### config.mk
export PLATFORM = sky130hd
export DESIGN_NAME = ps2_host_tx
export DESIGN_NICKNAME = d
export VERILOG_FILES = /design/src/rtl/ps2_host_tx.sv
export SDC_FILE = /design/constraint.sdc
export NUM_CORES = 1
export LEC_CHECK = 0
export BUFFER_PORTS_ARGS = -buffer_cell sky130_fd_sc_hd__buf_2
export CORE_ASPECT_RATIO = 2
export CORE_UTILIZATION = 48
export DETAILED_ROUTE_END_ITERATION = 6
export HOLD_SLACK_MARGIN = 0.15
export PLACE_DENSITY = 0.67
export SLEW_MARGIN = 20
export SYNTH_ARGS = -nofsm -noshare
export SYNTH_HDL_FRONTEND = slang
export SYNTH_SLANG_ARGS = --single-unit
### constraint.sdc
create_clock -name CLOCK_50 -period 2.56 [get_ports CLOCK_50]
set_input_delay 0.256 -clock CLOCK_50 [delete_from_list [all_inputs] [get_ports CLOCK_50]]
set_output_delay 0.256 -clock CLOCK_50 [all_outputs]
set_load 0.05 [all_outputs]
### src/rtl/ps2_host_tx.sv
// PS/2 host-to-device command transmitter: request-to-send, 11-bit frame, device ack check.
// Optional watchdog for SEND/ACK is compiled in with `define PS2_HOST_TX_TIMEOUT_EN.
module ps2_host_tx #(
    parameter int CLK_HOLD_CYCLES = 5000,
    parameter int TIMEOUT_CYCLES  = 750000
) (
    input  logic       CLOCK_50,
    input  logic       Reset,
    input  logic [7:0] tx_data,
    input  logic       tx_start,
    input  logic       ps2_clk_in,
    input  logic       ps2_dat_in,
    output logic       ps2_clk_oe,
    output logic       ps2_dat_oe,
    output logic       tx_busy,
    output logic       tx_done,
    output logic       tx_error
);

    localparam int HOLD_W = $clog2(CLK_HOLD_CYCLES + 1);

    typedef enum logic [2:0] {
        S_IDLE = 3'd0,
        S_HOLD = 3'd1,
        S_SEND = 3'd2,
        S_ACK  = 3'd3,
        S_FIN  = 3'd4
    } state_t;

    function automatic logic odd_parity(input logic [7:0] d);
        return ~^d;
    endfunction

    state_t              r_state;
    state_t              w_state_nxt;
    logic [8:0]          r_frame;
    logic [8:0]          w_frame_nxt;
    logic [3:0]          r_bit_cnt;
    logic [3:0]          w_bit_cnt_nxt;
    logic [HOLD_W-1:0]   r_hold_cnt;
    logic [HOLD_W-1:0]   w_hold_cnt_nxt;
    logic                r_clk_oe, w_clk_oe_nxt;
    logic                r_dat_oe, w_dat_oe_nxt;
    logic                r_busy, w_busy_nxt;
    logic                r_done, w_done_nxt;
    logic                r_error, w_error_nxt;

    logic                r_clk_meta, r_clk_sync, r_clk_prev;
    logic                r_dat_meta, r_dat_sync;
    logic                w_fall;

`ifdef PS2_HOST_TX_TIMEOUT_EN
    localparam int WD_W = $clog2(TIMEOUT_CYCLES + 1);
    logic [WD_W-1:0]     r_wdog;
    logic [WD_W-1:0]     w_wdog_nxt;
    logic                w_wdog_expired;
    assign w_wdog_expired = (r_wdog == WD_W'(TIMEOUT_CYCLES - 1));
`endif

    assign w_fall     = r_clk_prev & ~r_clk_sync;
    assign ps2_clk_oe = r_clk_oe;
    assign ps2_dat_oe = r_dat_oe;
    assign tx_busy    = r_busy;
    assign tx_done    = r_done;
    assign tx_error   = r_error;

    // Line synchronizers; idle lines are pulled high, so they reset to 1.
    always_ff @(posedge CLOCK_50) begin
        if (Reset) begin
            r_clk_meta <= 1'b1;
            r_clk_sync <= 1'b1;
            r_clk_prev <= 1'b1;
            r_dat_meta <= 1'b1;
            r_dat_sync <= 1'b1;
        end else begin
            r_clk_meta <= ps2_clk_in;
            r_clk_sync <= r_clk_meta;
            r_clk_prev <= r_clk_sync;
            r_dat_meta <= ps2_dat_in;
            r_dat_sync <= r_dat_meta;
        end
    end

    // State, counters and registered outputs.
    always_ff @(posedge CLOCK_50) begin
        if (Reset) begin
            r_state    <= S_IDLE;
            r_frame    <= 9'd0;
            r_bit_cnt  <= 4'd0;
            r_hold_cnt <= HOLD_W'(0);
            r_clk_oe   <= 1'b0;
            r_dat_oe   <= 1'b0;
            r_busy     <= 1'b0;
            r_done     <= 1'b0;
            r_error    <= 1'b0;
`ifdef PS2_HOST_TX_TIMEOUT_EN
            r_wdog     <= WD_W'(0);
`endif
        end else begin
            r_state    <= w_state_nxt;
            r_frame    <= w_frame_nxt;
            r_bit_cnt  <= w_bit_cnt_nxt;
            r_hold_cnt <= w_hold_cnt_nxt;
            r_clk_oe   <= w_clk_oe_nxt;
            r_dat_oe   <= w_dat_oe_nxt;
            r_busy     <= w_busy_nxt;
            r_done     <= w_done_nxt;
            r_error    <= w_error_nxt;
`ifdef PS2_HOST_TX_TIMEOUT_EN
            r_wdog     <= w_wdog_nxt;
`endif
        end
    end

    // Next-state and next-output logic.
    always_comb begin
        w_state_nxt    = r_state;
        w_frame_nxt    = r_frame;
        w_bit_cnt_nxt  = r_bit_cnt;
        w_hold_cnt_nxt = r_hold_cnt;
        w_clk_oe_nxt   = r_clk_oe;
        w_dat_oe_nxt   = r_dat_oe;
        w_busy_nxt     = r_busy;
        w_done_nxt     = 1'b0;
        w_error_nxt    = 1'b0;
`ifdef PS2_HOST_TX_TIMEOUT_EN
        w_wdog_nxt     = r_wdog;
`endif

        case (r_state)
            S_IDLE: begin
                w_clk_oe_nxt = 1'b0;
                w_dat_oe_nxt = 1'b0;
                w_busy_nxt   = 1'b0;
                if (tx_start) begin
                    w_frame_nxt    = {odd_parity(tx_data), tx_data};
                    w_bit_cnt_nxt  = 4'd0;
                    w_hold_cnt_nxt = HOLD_W'(CLK_HOLD_CYCLES - 1);
                    w_clk_oe_nxt   = 1'b1;
                    w_busy_nxt     = 1'b1;
                    w_state_nxt    = S_HOLD;
                end else begin
                    w_state_nxt = S_IDLE;
                end
            end

            S_HOLD: begin
                if (r_hold_cnt == HOLD_W'(0)) begin
                    w_clk_oe_nxt = 1'b0;
                    w_dat_oe_nxt = 1'b1;
                    w_state_nxt  = S_SEND;
`ifdef PS2_HOST_TX_TIMEOUT_EN
                    w_wdog_nxt   = WD_W'(0);
`endif
                end else begin
                    w_hold_cnt_nxt = r_hold_cnt - HOLD_W'(1);
                end
            end

            S_SEND: begin
                if (w_fall) begin
`ifdef PS2_HOST_TX_TIMEOUT_EN
                    w_wdog_nxt = WD_W'(0);
`endif
                    // Falls 1..9 shift out data then parity; fall 10 releases for stop.
                    if (r_bit_cnt < 4'd9) begin
                        w_dat_oe_nxt  = ~r_frame[r_bit_cnt];
                        w_bit_cnt_nxt = r_bit_cnt + 4'd1;
                    end else begin
                        w_dat_oe_nxt = 1'b0;
                        w_state_nxt  = S_ACK;
                    end
                end else begin
                    w_state_nxt = S_SEND;
`ifdef PS2_HOST_TX_TIMEOUT_EN
                    if (w_wdog_expired) begin
                        w_clk_oe_nxt = 1'b0;
                        w_dat_oe_nxt = 1'b0;
                        w_busy_nxt   = 1'b0;
                        w_error_nxt  = 1'b1;
                        w_state_nxt  = S_FIN;
                    end else begin
                        w_wdog_nxt = r_wdog + WD_W'(1);
                    end
`endif
                end
            end

            S_ACK: begin
                if (w_fall) begin
                    w_busy_nxt  = 1'b0;
                    w_state_nxt = S_FIN;
                    if (r_dat_sync == 1'b0) begin
                        w_done_nxt = 1'b1;
                    end else begin
                        w_error_nxt = 1'b1;
                    end
                end else begin
                    w_state_nxt = S_ACK;
`ifdef PS2_HOST_TX_TIMEOUT_EN
                    if (w_wdog_expired) begin
                        w_clk_oe_nxt = 1'b0;
                        w_dat_oe_nxt = 1'b0;
                        w_busy_nxt   = 1'b0;
                        w_error_nxt  = 1'b1;
                        w_state_nxt  = S_FIN;
                    end else begin
                        w_wdog_nxt = r_wdog + WD_W'(1);
                    end
`endif
                end
            end

            S_FIN: begin
                w_clk_oe_nxt = 1'b0;
                w_dat_oe_nxt = 1'b0;
                w_busy_nxt   = 1'b0;
                if (r_clk_sync && r_dat_sync) begin
                    w_state_nxt = S_IDLE;
                end else begin
                    w_state_nxt = S_FIN;
                end
            end

            default: begin
                w_clk_oe_nxt = 1'b0;
                w_dat_oe_nxt = 1'b0;
                w_busy_nxt   = 1'b0;
                w_state_nxt  = S_IDLE;
            end
        endcase
    end

endmodule

==> run summary, run 1 <==
Via Count: 1,597
CP startpoint: r_hold_cnt[0]$_SDFFE_PP0P_
RSZ-0062 raised after global routing: false
hpwl dp: 2910 µm
depth of the worst hold-timing path: 3
period utilization: 81.1%
Synth Flop Type: dfxtp_1
multi-input logic area: 1010 µm²
synthesis-to-layout area growth: 15.3%
WHS Endpoint: r_frame[2]$_SDFFE_PP0N_
Synth area leader: dfxtp_1
Final Slew Violations: 0
Root Buffer: clkbuf_8
Synth area leaders: dfxtp_1 (42%), a21oi_1 (6.7%), xnor2_1 (6.6%)
Cell variety after synth: 42
commonest non-fill, non-tap cells in the layout: dfxtp_1 (39), a21oi_1 (25), nand2_1 (23), nor2_1 (21), buf_2 (17)
fin cells: 285
Clock Pin Slew Worst Setup and Hold Paths: 0.08 ns
Ys Warns: 0
simple-gate share of the synthesized area: 28.7%
Seq/Total Area, Yosys: 42.1%
worst reg2reg startpoint: r_hold_cnt[0]$_SDFFE_PP0P_
headroom to the max-slew limit: 64.5%
total die area: 4130 µm²
status: completed
clock sinks: 39
Mapped Area: 1850 µm²
Syn Area/Cell: 8.55 µm²
largest net degree at the start of global routing: 21
core outline area: 3650 µm²
DR pass1 iterations: 4
initial DRC count: 17
Max Freq: 482 MHz
dpl ws: 0.510 ns
GR Util met1: 22.4%
register-to-register setup slack: 0.48 ns
Critical Path End Type: flip-flop
Mapped Nets: 234
fin worst setup slack: 0.484 ns
WL per Instance: 14.0 µm
met3 GRT Util: 3.61%
GRT Overall Usage: 22.3%
clk buf depth: 2
Rows: 31
aggregate global routing overflow: 0
total of max-cap violations: 0
CTS Buf Count: 5
most common cell after layout, fill and taps aside: dfxtp_1
Initial Utilization: 50.9%
met2 usage: 38.7%
worst reg2reg path depth: 7
vias per cell: 5.60
Die H: 89.9 µm
Leakage: 0.831 nW
share of layout cells above drive strength 1: 19.1%
Synth Register Bits: 39
post-CTS sizing: 0
WP data arrival: 2.30 ns
number of global-route vias before repair: 1,652
Fill cells: 385
largest family of logic cells by synthesized area: simple AND/OR/NAND/NOR gates
Pwr per Cell Area: 1100 nW/µm²
Total Power: 2.34 mW
Compound-Gate Fraction of Synth Area: 14.0%
worst hold-check path type: in2reg
post-layout net count: 252
Max Clock Skew: 0.00884 ns
Mapped Cells: 217
Worst R2R End: ps2_dat_oe$_SDFFE_PP0P_
n_diodes: 0
CTS tree: done
DRT Wirelength: 3980 µm
# port buffers: 17
Final TNS setup: 0 ns
Synth top area share: 42.1%
startpoint types: flip-flop
worst hold start: tx_data[2]
placed insts: 275
final setup vio count: 0
initial antenna violation count: 0
H-tree depth: 2
Worst Path Max Fanout: 9
mux cell area share after synthesis: 1.75%
Least-Margin Pin Slew: 0.528 ns
GP Congestion: 0.797
first-pass GRT wire length: 6860 µm
min cycle time layout: 2.08 ns
Setup CP Type: reg2reg
post-route ant nets: 0
VDD IR-drop max: 0.000586 V
worst-skew pair later-pin latency: 0.29 ns
DRC Markers: 0
die width: 46.0 µm
Post-Route Utilization: 58.6%
WP data required: 2.79 ns
Async S/R FF share, synth: 0%
num ports: 18
post-synthesis adder-cell area fraction: 2.70%
Sequential Area: 781 µm²
EDFF count, synth: 0
Hold Vio Cnt, Final: 0
gr busiest metal: met2
XOR/XNOR Fraction of Synth Area: 7.09%
repair_timing:
| item | 4_1_cts | 5_1_grt |
|---|---|---|
| hold buffers | 2 | 0 |
| setup buffers | 0 | 0 |
| hold endpoints to repair | 2 | 0 |
kinds of logic (layout without fill, tap and decap cells):
group,Yosys count,count (layout)
xor+xnor,15,15
flops,39,39
fa+ha+maj,4,4
mux,3,3
compound gates,43,43
simple gates,95,95
buf+inv,18,37
worst max-delay path by stage:
stage | to | slack (ns)
floorplan | r_hold_cnt[3]$_SDFFE_PP0P_ | 0.65
global placement | ps2_dat_oe$_SDFFE_PP0P_ | 0.56
detailed placement | ps2_dat_oe$_SDFFE_PP0P_ | 0.51
CTS | ps2_dat_oe$_SDFFE_PP0P_ | 0.49
global route | ps2_dat_oe$_SDFFE_PP0P_ | 0.28
finish | ps2_dat_oe$_SDFFE_PP0P_ | 0.48
metal layers:
metal  wire [µm]  share of wire, %
met1        1440                36
met2        2230                56
met3         119               3.0
met4         178               4.5
met5           0                 0
sequential cells by signal, indices dropped and copies added (netlist names):
name / count
r_frame: 9
r_hold_cnt: 13
r_clk_sync: 1
r_dat_sync: 1
r_clk_meta: 1
tx_busy: 1
r_dat_meta: 1
tx_done: 1
ps2_clk_oe: 1
r_bit_cnt: 4
r_state: 3
r_clk_prev: 1
ps2_dat_oe: 1
tx_error: 1
worst max-delay path: stages (launching register included):
cell and delay [ns]:
dfxtp_1 0.34, inv_1 0.09, ha_1 0.13, or4b_1 0.52, nor4_4 0.37, nor3_2 0.16
a211o_1 0.32, nor2_1 0.08
Yosys cell counts, types with 2 or more instances:
cell type and count:
nor3b_1 3, nor2_1 21, a211o_1 3, clkbuf_1 12, nand2_1 23, inv_1 6
nand2b_1 5, or2_2 6, or3_1 3, o211ai_1 2, nor3_1 12, or4_1 2
mux2_2 2, o21ai_0 5, ha_1 4, a21oi_1 25, nor4_1 3, a211oi_1 3
xnor2_1 14, dfxtp_1 39, nand3_1 3
through the flow:
step           hold slack (ns)  instance area [µm²]
2_1_floorplan            0.360                 1850
3_3_place_gp             0.392                 1990
3_5_place_dp             0.394                 1990
4_1_cts                  0.209                 2140
5_1_grt                  0.224                 2140
6_report                 0.217                 2140
area by class of cell:
| class | count | share of cell area [%] |
|---|---|---|
| multi-input combinational | 160 | 47.0 |
| sequential | 39 | 36.5 |
| timing repair buffer | 23 | 6.32 |
| clock buffer | 6 | 3.39 |
| tap | 49 | 2.87 |
| clock inverter | 2 | 2.81 |
| inverter | 6 | 1.05 |
where the power goes:
part	leakage [nW]	switching [mW]	internal, mW
combinational	0.446	0.511	0.374
clock	0.0654	0.214	0.390
sequential	0.320	0.122	0.734
total	0.831	0.847	1.50
(Power assumes the default switching activity.)
==> inputs of run 2 (changes only) <==
PLACE_DENSITY = 0.69   (was 0.67)
clock period = 1.9 ns   (was 2.56 ns; I/O delays follow)
==> run 2 against run 1 <==
Effect of this change: via count rose by 5.0%; final area grew 14%; sequential share of layout area is 4.4 points lower; non-clock buffer count grew 28; flip-flop and latch count did not move; critical path depth unchanged; worst hold slack got worse by 0.062 ns; the flow now finishes with violations (negative setup slack); clock power grew 6.0%.
==> run summary, run 2 (synthesized netlist as in run 1, its figures left out) <==
post-route ant nets: 0 (unchanged)
H-tree depth: 2 (unchanged)
vias per cell: 5.36 (-4.4%)
CTS tree: done
n_diodes: 0 (unchanged)
sum of buffers and inverters on the critical path: 1 (unchanged)
status: finished, violations left
total die area: 4130 µm² (unchanged)
violated checks: negative setup slack
RSZ-0062 raised after global routing: true
Regs by FF count: r_hold_cnt: 13 flops, r_frame: 9 flops, r_bit_cnt: 4 flops
largest net degree at the start of global routing: 21 (unchanged)
min cycle time layout: 1.92 ns (-0.151 ns)
Worst Path Max Fanout: 3 (-6)
metal1 wirelength: 1580 µm (+9.1%)
clock sinks: 39 (unchanged)
# port buffers: 17 (unchanged)
Die H: 89.9 µm (unchanged)
GRT Overall Usage: 24.3% (+2.0 points)
Max Freq: 520 MHz (+7.9%)
top routing layer in use: met4
Least-Margin Pin Slew: 0.401 ns (-0.126 ns)
Clock Pin Slew Worst Setup and Hold Paths: 0.08 ns (about the same)
Critical Path End Type: flip-flop
WL per Instance: 14.4 µm (+3.1%)
num ports: 18 (unchanged)
die width: 46.0 µm (unchanged)
Rows: 31 (unchanged)
Post-Route Utilization: 66.9% (+8.3 points)
aggregate global routing overflow: 0 (unchanged)
metal2 WL: 2520 µm (+13%)
Hold Vio Cnt, Final: 0 (unchanged)
VDD IR-drop max: 0.000876 V (+49%)
DRT Wirelength: 4500 µm (+13%)
Via Count: 1,677 (+5.0%)
Root Buffer: clkbuf_8
first-pass GRT wire length: 7260 µm (+5.8%)
CTS Buf Count: 5 (unchanged)
commonest non-fill, non-tap cells in the layout: dfxtp_1 (37), buf_4 (25), a21oi_1 (24), nand2_1 (23), nor2_1 (19)
GP Congestion: 0.809 (+1.5%)
worst path cell trace: inv_2 > ha_4 > or4b_4 > nor4_4 > and4bb_2 > xnor2_1 > nor2_1
Total Power: 3.49 mW (+49%)
total of max-cap violations: 0 (unchanged)
Initial Utilization: 50.9% (unchanged)
core outline area: 3650 µm² (unchanged)
Setup CP Type: reg2reg
Worst path top cell family by delay: simple AND/OR/NAND/NOR gates
worst-skew pair later-pin latency: 0.30 ns (about the same)
final setup vio count: 4 (+4)
Pwr per Cell Area: 1430 nW/µm² (+30%)
most common cell after layout, fill and taps aside: dfxtp_1
DRC Markers: 0 (unchanged)
register bank with the most flops: r_hold_cnt
max reg flops: 13 (unchanged)
fin worst setup slack: -0.0246 ns (-0.509 ns)
WP data required: 2.11 ns (-0.68 ns)
initial DRC count: 32 (+15)
share of layout cells above drive strength 1: 32.6% (+14 points)
Leakage: 0.971 nW (+17%)
synthesis-to-layout area growth: 31.6%
Fill cells: 318 (-17%)
Slowest-stage cell, CP: or4b_4
Final Slew Violations: 0 (unchanged)
hpwl dp: 3090 µm (+6.2%)
period utilization: 101% (+20 points)
worst hold-check path type: in2reg
headroom to the max-slew limit: 73.2% (+8.6 points)
startpoint types: flip-flop
DR pass1 iterations: 4 (unchanged)
clk buf depth: 2 (unchanged)
number of global-route vias before repair: 1,679 (+1.6%)
peak per-stage delay on the critical path: 0.47 ns (-0.05 ns)
post-layout net count: 280 (+11%)
WP data arrival: 2.13 ns (-0.17 ns)
Max Clock Skew: 0.00578 ns (-0.00305 ns)
met3 wire length: 119 µm (unchanged)
initial antenna violation count: 0 (unchanged)
==> run 2: worst min-delay path, stage by stage <==
cell	delay, ns
buf_2	0.11
nand2_1	0.06
a21oi_1	0.05
==> run 2: power breakdown <==
part           internal [mW]  switching [mW]
sequential             0.993           0.133
combinational          0.834           0.892
clock                  0.330           0.310
==> run 2: final timing paths <==
kind,start,to,slack (ns),cells past startpoint
min,tx_data[0],r_frame[0]$_SDFFE_PP0N_,0.15,3
max reg2reg,r_hold_cnt[1]$_SDFFE_PP0P_,r_hold_cnt[3]$_SDFFE_PP0P_,-0.02,7
min reg2reg,r_dat_meta$_SDFF_PP1_,r_dat_sync$_SDFF_PP1_,0.41,1
max,r_hold_cnt[1]$_SDFFE_PP0P_,r_hold_cnt[3]$_SDFFE_PP0P_,-0.02,7
==> run 2: routing by layer <==
metal / track usage, % / vias to the layer above
met2: 42.7 / 38
met5: 0 / -
li1: - / 851
met4: 16.4 / 0
met3: 3.82 / 21
met1: 23.3 / 767
==> run 2: final cells by class <==
type                    instances  area, µm²  area share [%]
multi-input cells             160       1090            44.9
flip-flops and latches         39        783            32.1
repair buffers                 51        374            15.3
clock buffers                   7       96.3            3.95
well taps                      49       61.3            2.51
inverters                       6       22.5           0.923
clock inverters                 1       7.51           0.308
==> run 2: repair_timing <==
| action | in CTS | in global routing |
|---|---|---|
| hold endpoints to repair | 7 | 0 |
| pin swaps | 2 | 10 |
| endpoints found under the setup margin | 1 | 16 |
| hold buffers | 7 | 0 |
| setup buffers | 4 | 2 |
| resized for setup | 7 | 16 |
==> run 2: through the flow <==
stage	setup slack (ns)	cells	TNS (ns)	area (µm²)	hold WS, ns
3_5_place_dp	-0.0344	292	-0.0344	2120	0.376
2_1_floorplan	-0.00925	217	-0.00925	1860	0.294
4_1_cts	0.00172	311	0	2360	0.158
3_3_place_gp	0.0110	292	0	2120	0.373
6_report	-0.0246	313	-0.0577	2440	0.155
5_1_grt	-0.111	313	-0.867	2440	0.160
==> inputs of run 3 (changes only) <==
PLACE_DENSITY = 0.67   (was 0.69)
clock period = 2.3 ns   (was 1.9 ns; I/O delays follow)
==> run 3 against run 2 <==
Effect of this change: the run now ends clean; clock power is 19% lower; sequential power shrank 17%; worst hold slack better by 0.031 ns; sequential share of layout area is 4.5 points higher; largest cell class unchanged; die area unchanged; utilization fell by 8.4 points; highest routed layer unchanged; fmax down 8.4%; flip-flop and latch count is the same; global-route usage is 3.5 points lower; critical path depth is the same; clock skew rose by 0.0021 ns; first-iteration DRC count shrank 66%.
==> run summary, run 3 (synthesized netlist as in run 1, its figures left out) <==
Fill cells: 371 (+17%)
core outline area: 3650 µm² (unchanged)
H-tree depth: 2 (unchanged)
DRC Markers: 0 (unchanged)
WP data required: 2.54 ns (+0.43 ns)
Least-Margin Pin Slew: 0.521 ns (+0.119 ns)
Final TNS setup: 0 ns (+0.0577 ns)
CTS tree: done
CTS Buf Count: 5 (unchanged)
vias per cell: 5.47 (+2.0%)
worst hold start: tx_data[4]
WP data arrival: 2.34 ns (+0.21 ns)
Die H: 89.9 µm (unchanged)
Max Clock Skew: 0.00792 ns (+0.00214 ns)
synthesis-to-layout area growth: 15.0%
CP startpoint: r_hold_cnt[0]$_SDFFE_PP0P_
DRT Wirelength: 3810 µm (-15%)
commonest non-fill, non-tap cells in the layout: dfxtp_1 (39), a21oi_1 (25), nand2_1 (23), nor2_1 (21), buf_2 (17)
min cycle time layout: 2.10 ns (+0.176 ns)
DR pass1 iterations: 4 (unchanged)
initial DRC count: 11 (-66%)
Pwr per Cell Area: 1150 nW/µm² (-20%)
VDD IR-drop max: 0.000785 V (-10%)
total of max-cap violations: 0 (unchanged)
worst hold-check path type: in2reg
number of global-route vias before repair: 1,554 (-7.4%)
gr busiest metal: met2
Setup CP Type: reg2reg
hpwl dp: 2910 µm (-5.7%)
clk buf depth: 2 (unchanged)
Sw Share: 38.1% (-0.15 points)
share of layout cells above drive strength 1: 20.5% (-12 points)
P_sw: 0.935 mW (-30%)
n_diodes: 0 (unchanged)
Worst Path Max Fanout: 9 (+6)
most common cell after layout, fill and taps aside: dfxtp_1
worst reg2reg startpoint: r_hold_cnt[0]$_SDFFE_PP0P_
aggregate global routing overflow: 0 (unchanged)
Final Slew Violations: 0 (unchanged)
clock power share: 21.1% (+2.8 points)
Regs by FF count: r_hold_cnt: 13 flops, r_frame: 9 flops, r_bit_cnt: 4 flops
placed insts: 278 (-4.8%)
Internal: 1.52 mW (-29%)
Reg power frac: 38.4% (+6.2 points)
WL per Instance: 13.2 µm (-8.0%)
max reg flops: 13 (unchanged)
Initial Utilization: 50.9% (unchanged)
register bank with the most flops: r_hold_cnt
Max Freq: 476 MHz (-8.4%)
Leakage: 0.832 nW (-14%)
GP Congestion: 0.843 (+4.1%)
first-pass GRT wire length: 6460 µm (-11%)
largest net degree at the start of global routing: 20 (-4.8%)
die width: 46.0 µm (unchanged)
Critical Path End Type: flip-flop
Via Count: 1,574 (-6.1%)
Root Buffer: clkbuf_8
post-layout net count: 255 (-8.9%)
Comb pwr share: 40.5% (-8.9 points)
fin cells: 288 (-8.0%)
num ports: 18 (unchanged)
met2 usage: 37.7% (-5.0 points)
Clock Pin Slew Worst Setup and Hold Paths: 0.08 ns (about the same)
initial antenna violation count: 0 (unchanged)
Hold WS: 0.186 ns (+0.0314 ns)
total die area: 4130 µm² (unchanged)
final setup vio count: 0 (-4)
GR Util met1: 20.2% (-3.2 points)
RSZ-0062 raised after global routing: false
status: completed
# port buffers: 17 (unchanged)
period utilization: 91.3% (-10 points)
post-CTS sizing: 0 (-7)
post-route ant nets: 0 (unchanged)
GRT Overall Usage: 20.8% (-3.5 points)
Rows: 31 (unchanged)
headroom to the max-slew limit: 65.1% (-8.1 points)
worst-skew pair later-pin latency: 0.29 ns (about the same)
met3 GRT Util: 4.22% (+0.40 points)
startpoint types: flip-flop
clock sinks: 39 (unchanged)
Hold Vio Cnt, Final: 0 (unchanged)
[run 3: cell count changes in the layout (fill, tap and decap cells not counted), sizes merged]
| cell | before | now |
|---|---|---|
| buf | 44 | 24 |
| dlygate4sd3 | 7 | 2 |
[run 3: cell type report]
cell class / instances / area, µm² / share of cell area, %
clock inverters: 1 / 7.51 / 0.352
multi-input cells: 160 / 1010 / 47.2
repair buffers: 26 / 158 / 7.39
well taps: 49 / 61.3 / 2.88
flip-flops and latches: 39 / 781 / 36.6
inverters: 6 / 22.5 / 1.06
clock buffers: 7 / 96.3 / 4.52
[run 3: metrics by stage]
| stage | util, % | setup WS (ns) | cell area (µm²) | total power [mW] |
|---|---|---|---|---|
| after global placement | 55.1 | 0.295 | 2010 | 1.94 |
| after floorplan | - | 0.387 | 1850 | 1.73 |
| final | 58.5 | 0.200 | 2130 | 2.46 |
| after global routing | 58.5 | 0.0375 | 2130 | 2.64 |
| after detailed placement | 55.1 | 0.220 | 2010 | 1.96 |
| after CTS | 58.5 | 0.198 | 2130 | 2.47 |
[run 3: worst max-delay path: stages (launching register included)]
cell	delay, ns
dfxtp_1	0.34
inv_1	0.09
ha_1	0.14
or4b_1	0.53
nor4_4	0.38
nor3_2	0.17
a211o_1	0.31
nor2_1	0.08
[run 3: what timing repair did]
item                      4_1_cts  5_1_grt
hold buffers                    2        0
setup buffers                   0        0
hold endpoints to repair        2        0
[run 3: power by group through the flow]
stage	sequential [mW]	clock (mW)	combinational (mW)
CTS	0.943	0.522	1.01
global route	0.963	0.554	1.12
floorplan	0.978	0	0.750
global placement	0.953	0	0.987
detailed placement	0.959	0	0.999
finish	0.943	0.517	0.995
[run 3: layer usage]
layer | part of all wire (%) | wire length [µm]
met5 | 0 | 0
met4 | 3.4 | 129
met3 | 2.6 | 99
met2 | 57 | 2180
met1 | 37 | 1400
[run 3: final timing paths]
check                                  to  slack [ns]  depth (start not counted)
setup / recovery  ps2_dat_oe$_SDFFE_PP0P_        0.20                          7
hold / removal    r_frame[4]$_SDFFE_PP0N_        0.19                          3
setup reg to reg  ps2_dat_oe$_SDFFE_PP0P_        0.20                          7
hold reg to reg     r_dat_sync$_SDFF_PP1_        0.42                          1
